==> config.mk <==
export PLATFORM = sky130hd
export DESIGN_NAME = serial_sub_ctrl_flat
export DESIGN_NICKNAME = d
export VERILOG_FILES = /design/src/rtl/serial_sub_ctrl_if.sv /design/src/rtl/serial_sub_ctrl.sv /design/src/flat_wrapper.sv
export SDC_FILE = /design/constraint.sdc
export NUM_CORES = 1
export LEC_CHECK = 0
export CORE_ASPECT_RATIO = 1.1
export CORE_MARGIN = 4
export CORE_UTILIZATION = 40
export DETAILED_ROUTE_END_ITERATION = 7
export PLACE_DENSITY = 0.66
export SKIP_LAST_GASP = 1
export SLEW_MARGIN = 20
export SYNTH_ARGS = -nofsm -noshare
export SYNTH_HDL_FRONTEND = slang
export SYNTH_SLANG_ARGS = --single-unit
export TNS_END_PERCENT = 100
==> constraint.sdc <==
create_clock -name clk -period 1.5 [get_ports clk]
set_input_delay 0.45 -clock clk [delete_from_list [all_inputs] [get_ports clk]]
set_output_delay 0.45 -clock clk [all_outputs]
set_load 0.01 [all_outputs]
==> src/rtl/serial_sub_ctrl_if.sv <==
// Start/busy/done handshake bundle for the bit-serial subtractor controller.
// The master drives operands and start; the slave returns status and result.
interface serial_sub_ctrl_if #(
    parameter int WIDTH = 8
);
    logic             start;
    logic [WIDTH-1:0] A;
    logic [WIDTH-1:0] B;
    logic             bin_init;
    logic             busy;
    logic             done;
    logic [WIDTH-1:0] Diff;
    logic             Bout;

    modport master (
        output start, A, B, bin_init,
        input  busy, done, Diff, Bout
    );

    modport slave (
        input  start, A, B, bin_init,
        output busy, done, Diff, Bout
    );
endinterface

==> src/rtl/serial_sub_ctrl.sv <==
// Bit-serial subtractor: one full-subtractor cell reused LSB-first over WIDTH
// cycles to produce A - B - bin_init, with a start/busy/done handshake.
module serial_sub_ctrl #(
    parameter  int WIDTH = 8,
    localparam int CNT_W = $clog2(WIDTH) + 1
) (
    input  logic               clk,
    input  logic               rst_n,
    serial_sub_ctrl_if.slave   bus
);

    typedef enum logic [1:0] {
        S_IDLE = 2'd0,
        S_RUN  = 2'd1,
        S_DONE = 2'd2
    } state_t;

    state_t state, state_nx;

    logic [WIDTH-1:0] a_sh, b_sh, r_sh;
    logic [WIDTH-1:0] diff_q;
    logic             bout_q;
    logic             borrow;
    logic [CNT_W-1:0] cnt;

    logic             d;
    logic             borrow_nx;
    logic             last;
    logic [WIDTH-1:0] r_nx;

    assign d         = a_sh[0] ^ b_sh[0] ^ borrow;
    assign borrow_nx = (~a_sh[0] & b_sh[0]) | (~(a_sh[0] ^ b_sh[0]) & borrow);
    assign last      = (cnt == CNT_W'(WIDTH - 1));
    assign r_nx      = {d, r_sh[WIDTH-1:1]};

    always_ff @(posedge clk) begin
        if (!rst_n) begin
            state <= S_IDLE;
        end else begin
            state <= state_nx;
        end
    end

    always_comb begin
        state_nx = state;
        case (state)
            S_IDLE:  if (bus.start) state_nx = S_RUN;
            S_RUN:   if (last)      state_nx = S_DONE;
            S_DONE:  state_nx = S_IDLE;
            default: state_nx = S_IDLE;
        endcase
    end

    always_comb begin
        bus.busy = 1'b0;
        bus.done = 1'b0;
        case (state)
            S_RUN:   bus.busy = 1'b1;
            S_DONE: begin
                bus.busy = 1'b1;
                bus.done = 1'b1;
            end
            default: ;
        endcase
    end

    // Result register only loads on the completion edge, so partial sums never leak.
    always_ff @(posedge clk) begin
        if (!rst_n) begin
            a_sh   <= '0;
            b_sh   <= '0;
            r_sh   <= '0;
            borrow <= 1'b0;
            cnt    <= '0;
            diff_q <= '0;
            bout_q <= 1'b0;
        end else begin
            case (state)
                S_IDLE: begin
                    if (bus.start) begin
                        a_sh   <= bus.A;
                        b_sh   <= bus.B;
                        borrow <= bus.bin_init;
                        cnt    <= '0;
                    end
                end
                S_RUN: begin
                    r_sh   <= r_nx;
                    a_sh   <= a_sh >> 1;
                    b_sh   <= b_sh >> 1;
                    borrow <= borrow_nx;
                    cnt    <= cnt + CNT_W'(1);
                    if (last) begin
                        diff_q <= r_nx;
                        bout_q <= borrow_nx;
                    end
                end
                default: ;
            endcase
        end
    end

    assign bus.Diff = diff_q;
    assign bus.Bout = bout_q;

endmodule
==> src/flat_wrapper.sv <==
// flat-port wrapper written by rule: the top's interface ports become plain ports
module serial_sub_ctrl_flat 
#(
    parameter  int WIDTH = 8,
    localparam int CNT_W = $clog2(WIDTH) + 1
)
  (clk, rst_n, bus_start, bus_A, bus_B, bus_bin_init, bus_busy, bus_done, bus_Diff, bus_Bout);
  serial_sub_ctrl_if #(.WIDTH(WIDTH)) bus_i ();
  input  logic clk;
  input  logic rst_n;
  input wire logic [$bits(bus_i.start)-1:0] bus_start;
  input wire logic [$bits(bus_i.A)-1:0] bus_A;
  input wire logic [$bits(bus_i.B)-1:0] bus_B;
  input wire logic [$bits(bus_i.bin_init)-1:0] bus_bin_init;
  output wire logic [$bits(bus_i.busy)-1:0] bus_busy;
  output wire logic [$bits(bus_i.done)-1:0] bus_done;
  output wire logic [$bits(bus_i.Diff)-1:0] bus_Diff;
  output wire logic [$bits(bus_i.Bout)-1:0] bus_Bout;
  assign bus_i.start = bus_start;
  assign bus_i.A = bus_A;
  assign bus_i.B = bus_B;
  assign bus_i.bin_init = bus_bin_init;
  assign bus_busy = bus_i.busy;
  assign bus_done = bus_i.done;
  assign bus_Diff = bus_i.Diff;
  assign bus_Bout = bus_i.Bout;
  serial_sub_ctrl #(.WIDTH(WIDTH)) u_core (.clk(clk), .rst_n(rst_n), .bus(bus_i));
endmodule
; ---- Word-level counts from Yosys, hierarchy flattened
; Cells that the tools add are included.
[totals]
register_bits = 40
input_bits = 20
output_inout_bits = 11
wordCells = 40
[classes]
n_addsub = 1
eq_ne = 5
muxes = 13
n_bitwise = 7
n_reduce_logical = 6
[ops]
columns = op, count
row1 = $pmux 8 s2, 2
row2 = $mux 8, 2
row3 = $pmux 4 s2, 1
row4 = $reduce_and 2->1, 3
row5 = $add 4x1->4 const B, 1
row6 = $eq 4x3->1 const B, 1
row7 = $mux 2, 2
row8 = $mux 4, 1
row9 = $pmux 2 s2, 1
row10 = $mux 1, 3
row11 = $and 1x1->1, 2
row12 = $eq 2x1->1 const B, 1
row13 = $eq 2x2->1 const B, 1
row14 = $logic_not 2->1, 1
row15 = $ne 2x1->1 const B, 1
row16 = $ne 2x2->1 const B, 1
row17 = $not 1->1, 2
row18 = $pmux 1 s2, 1
row19 = $reduce_bool 2->1, 1
row20 = $reduce_or 2->1, 1
row21 = $xor 1x1->1, 2
row22 = $or 1x1->1, 1

; ---- Depth between registers and ports, before layout
[depth]
word_depth = 5
ltp_mapped = 8
ltp_nobuf = 5

; ---- Least setup slack after synthesis
; Ideal clock, no wire load.
[synth_timing]
kind = register -> register
from = reg u_core.state[0]
to = reg u_core.cnt[3]
setup_ns = 0.074
arrival_time_ns = 1.411
required_time_ns = 1.426
slack_ns = 0.015
path_stages_with_launch = 6
path_buffers = 0
synth_period_minus_slack_ns = 1.485
path_cell_list = dfxtp_1 -> inv_1 -> ha_1 -> nor2b_4 -> or4b_1 -> a31oi_1
[synth_via]
elab_chain_cells = 3
word_cells_on_any_way = 6
cone_classes = 2 x eq/ne / 1 x mux / 3 x reduce/logical
[synth_lines]
columns = element, line
row1 = from (decl), serial_sub_ctrl.sv:18  ; state_t state, state_nx;
row2 = from (signal assigned), serial_sub_ctrl.sv:40  ; state <= state_nx;
row3 = $eq 2x1->1 / $logic_not 2->1 (equally long branches), serial_sub_ctrl.sv:78  ; case (state)
row4 = $reduce_bool 2->1 (no line) / $ne 2x2->1 (equally long branches), n/a
row5 = $reduce_and 2->1 (no line), n/a
row6 = to (signal assigned), serial_sub_ctrl.sv:92  ; cnt <= cnt + CNT_W'(1);
row7 = to (decl), serial_sub_ctrl.sv:24  ; logic [CNT_W-1:0] cnt;
; Parallel ways exist; a longest one is shown, timed or not.
; A chain may end at the register's enable or synchronous reset.

; ---- Final worst setup path
[layout_timing]
from = reg u_core.state[1]
to = out bus_busy
[layout_via]
elab_chain_cells = 3
word_cells_on_any_way = 4
cone_classes = 2 x eq/ne / 1 x mux / 1 x reduce/logical
[layout_lines]
columns = element, line
row1 = $eq 2x2->1 / $eq 2x1->1 (equally long branches), serial_sub_ctrl.sv:57  ; case (state)
row2 = $reduce_or 2->1 (no line) *, n/a
row3 = $mux 1 *, serial_sub_ctrl.sv:57
row4 = to (decl), flat_wrapper.sv:15  ; output wire logic [$bits(bus_i.busy)-1:0] bus_busy;
; Every way passes the cells marked *; elsewhere a longest branch is shown, timed or not.

==> flow_summary.yaml <==
route:
  routed_wl_um: 3440
  firstDrtPassIters: 4
  drc: 0
  first_iter_violations: 63
  ant_nets: 0
  routedWlPerCell_um: 12.2
  vias: 1395
  via_per_inst: 4.93
setup_path:
  critPathKind: "flip-flop to output pin"
  path_max_fanout: 3
  crit_path_max_incr_delay_ps: 360
  cp_num_buf_inv: 2
  rr_worst_depth: 6
  worst_ep_arrival_time_ps: 1050
  reg2reg_slack_ps: 60
  crit_required_ps: 1050
  r2r-end: "u_core.b_sh[0]"
  r2r-start: "u_core.state[0]"
  critPathTopFamily: "flip-flops"
  cp-end-kind: "output pin"
  startpoint_type: "flip-flop"
  crit_chain: "inv_4, ha_4, buf_6"
  crit_path_top_delay_cell: "dfxtp_2"
layout:
  final_cell_mix: "37 x dfxtp_1, 24 x mux2i_1, 23 x nor2_1"
  diodes: 0
  fin_area_sq_mm: 0.00246
  nets: 253
  syn_to_final_growth_pct: 38.3
  postLayoutCoreUtil: 0.574
  drive_gt1_frac: 0.236
  final_common_cell: "dfxtp_1"
synthesis:
  ys_seq_area_frac: 0.439
  ys_types: 31
  post_synth_mux_area_share: 0.144
  synth_compound_area_frac: 0.161
  yosys_warnings: 0
  synth_top_family_by_area: "compound AO/OA/AOI/OAI gates"
  synth_fa_ha_area_frac: 0.0394
  netlist_instances: 183
  postSynthAreaPerCell_sq_um: 9.72
  synth.cell_area_sq_mm: 0.00178
  ys_ff_latch: 39
  synthXorXnorAreaFrac: 0.00493
  synth_nets: 208
  synthSimpleGateAreaFrac: 0.159
sta:
  slew_headroom: 0.801
  rsz0062_at_grt: "true"
  max_freq_mhz: 669
  min_period_ps: 1500
  finalSetupViolations: 0
  tightest_slew_ps: 290
  slew_violations: 0
  fin_skew_ps: 6.39
  hold_violations: 0
  finalCritPeriodShare: 0.997
clock_network:
  cts_tree: "yes"
  cts-root-buf: "clkbuf_8"
  cts_sinks: 39
  cts_made_buffers: 5
  worstSkewPairLatency_ps: 300
  clkTransAtPathRegs_ps: 80
  cts_max_level: 2
  hold_buffers: 0
  clock_path_buffers: 2
floorplan:
  rows: 25
  start_util: 0.415
  die_h_um: 77.9
  fp.dieArea_sq_mm: 0.00558
  boundaryPins: 31
  core_area_sq_mm: 0.00429
  die_x_um: 71.6
pwr:
  leakage_nw: 0.999
  seq_power_share: 0.423
  ir_worst_vdd_mv: 0.739
  switching_power_mw: 0.635
  p_clk_frac: 0.390
  power.total_mw: 2.67
  combinationalPowerShare: 0.187
  p_int_mw: 2.04
  switching_share: 0.238
  power_density_mw_per_mm2: 1090
global_routing:
  grt.overflow.total: 0
  antenna_found_initial: 0
  grt_pass1_wl_um: 5780
  grt_pass1_vias: 1335
  grt_usage: 0.130
  grt_max_degree: 33
min_path:
  hp-class: "flip-flop to flip-flop"
  holdPathStages: 2
  holdPathEnd: "u_core.bus.Diff[2]"
  min-delay-start: "u_core.bus.Diff[2]"
status:
  status: "finished, final reports clean"
placed_design:
  place_area_sq_mm: 0.00225
  dp_hpwl_um: 2370
  gp_congestion: 0.701
  portBuffers: 30
run:
  drv_cap: 0
## kinds of logic (layout without fill, tap and decap cells)
kind of cell	Yosys count	after routing
buffers and inverters	19	65
flip-flops	39	39
XOR/XNOR	1	1
adder cells (fa/ha/maj)	5	5
multiplexers	25	25
AND/OR/NAND/NOR	58	58
AO/OA/AOI/OAI	36	36
## layer usage
layer	vias to the layer above	track usage	routed length [um]
li1	732	-	-
met1	629	0.164	1590
met2	27	0.203	1600
met3	7	0.0453	196
met4	0	0.0508	57
met5	-	0	0
## cell type report
type	instances	area [sq um]
fill	387	1830
multi-input combinational	125	937
sequential	39	783
timing repair buffer	51	513
clock buffer	6	72.6
tap	54	67.6
clock inverter	2	60.1
inverter	6	25.0
## synth_stat cells
library cell  count  share of area
nand3_1          10          0.028
a32oi_1           1         0.0049
a31o_2            1         0.0049
nor4_1            1         0.0035
dfxtp_1          39           0.44
a211oi_1          6          0.025
and3_1            2         0.0070
xnor2_1           1         0.0049
clkbuf_1          1         0.0021
nand2_1          11          0.023
mux2i_1          24           0.14
or2_2             1         0.0035
fa_1              1          0.011
mux2_4            1         0.0084
o21ai_0          10          0.028
nor2_1           24          0.051
nand2b_1          2         0.0070
ha_1              4          0.028
o211a_1           1         0.0056
inv_1             5          0.011
nand3b_1          4          0.017
nor2b_4           1         0.0077
buf_4             3          0.013
buf_2             9          0.025
a211oi_2         10          0.070
a21oi_1           5          0.014
a31oi_1           1         0.0035
and4b_1           1         0.0056
o211ai_1          1         0.0042
or4b_1            1         0.0056
inv_2             1         0.0021
## power groups by stage
stage          Combinational [mW]  Sequential (mW)  Clock [mW]
6_report                    0.500             1.13        1.04
3_3_place_gp                0.452             1.15           0
2_1_floorplan               0.298             1.15           0
3_5_place_dp                0.459             1.15           0
5_1_grt                     0.551             1.14        1.10
4_1_cts                     0.458             1.13        1.06
## state kept, by name (all words and copies together), names as in the netlist
register / flops
u_core.bus.Diff: 8
u_core.borrow: 1
u_core.state: 2
u_core.cnt: 4
u_core.b_sh: 8
u_core.r_sh: 7
u_core.a_sh: 8
u_core.bus.Bout: 1
## worst max path at each step
stage,start,to,slack [ps],depth (start not counted)
floorplan,u_core.state[0],u_core.cnt[3],10,5
global placement,bus_start,u_core.cnt[3],-250,4
detailed placement,bus_start,u_core.cnt[3],-290,4
CTS,u_core.state[0],bus_busy,-70,3
global route,u_core.state[1],bus_busy,-30,3
finish,u_core.state[1],bus_busy,4,3
## worst reg2reg max path, cell delays in order (launching register included)
cell      delay, ps
dfxtp_2         330
buf_4           140
ha_4            190
mux2_4          300
buf_12          170
nor2_1          150
a211oi_2         60
## timing repair
action | CTS | global route
gates resized for setup | 20 | 9
setup buffers | 0 | 3
cloned | 0 | 1
endpoints found under the setup margin | 16 | 30
pin swaps | 0 | 1
hold endpoints to repair | 0 | 0
## through the flow
step           setup slack (ps)  TNS (ps)  std cells  hold slack [ps]
2_1_floorplan              14.8         0        183              432
3_3_place_gp               -251     -4880        271              444
3_5_place_dp               -288     -5700        271              446
4_1_cts                   -72.7      -133        279              462
5_1_grt                   -31.2     -46.7        283              486
6_report                   4.21         0        283              456
Note: power is estimated with default switching activity, not from simulation.
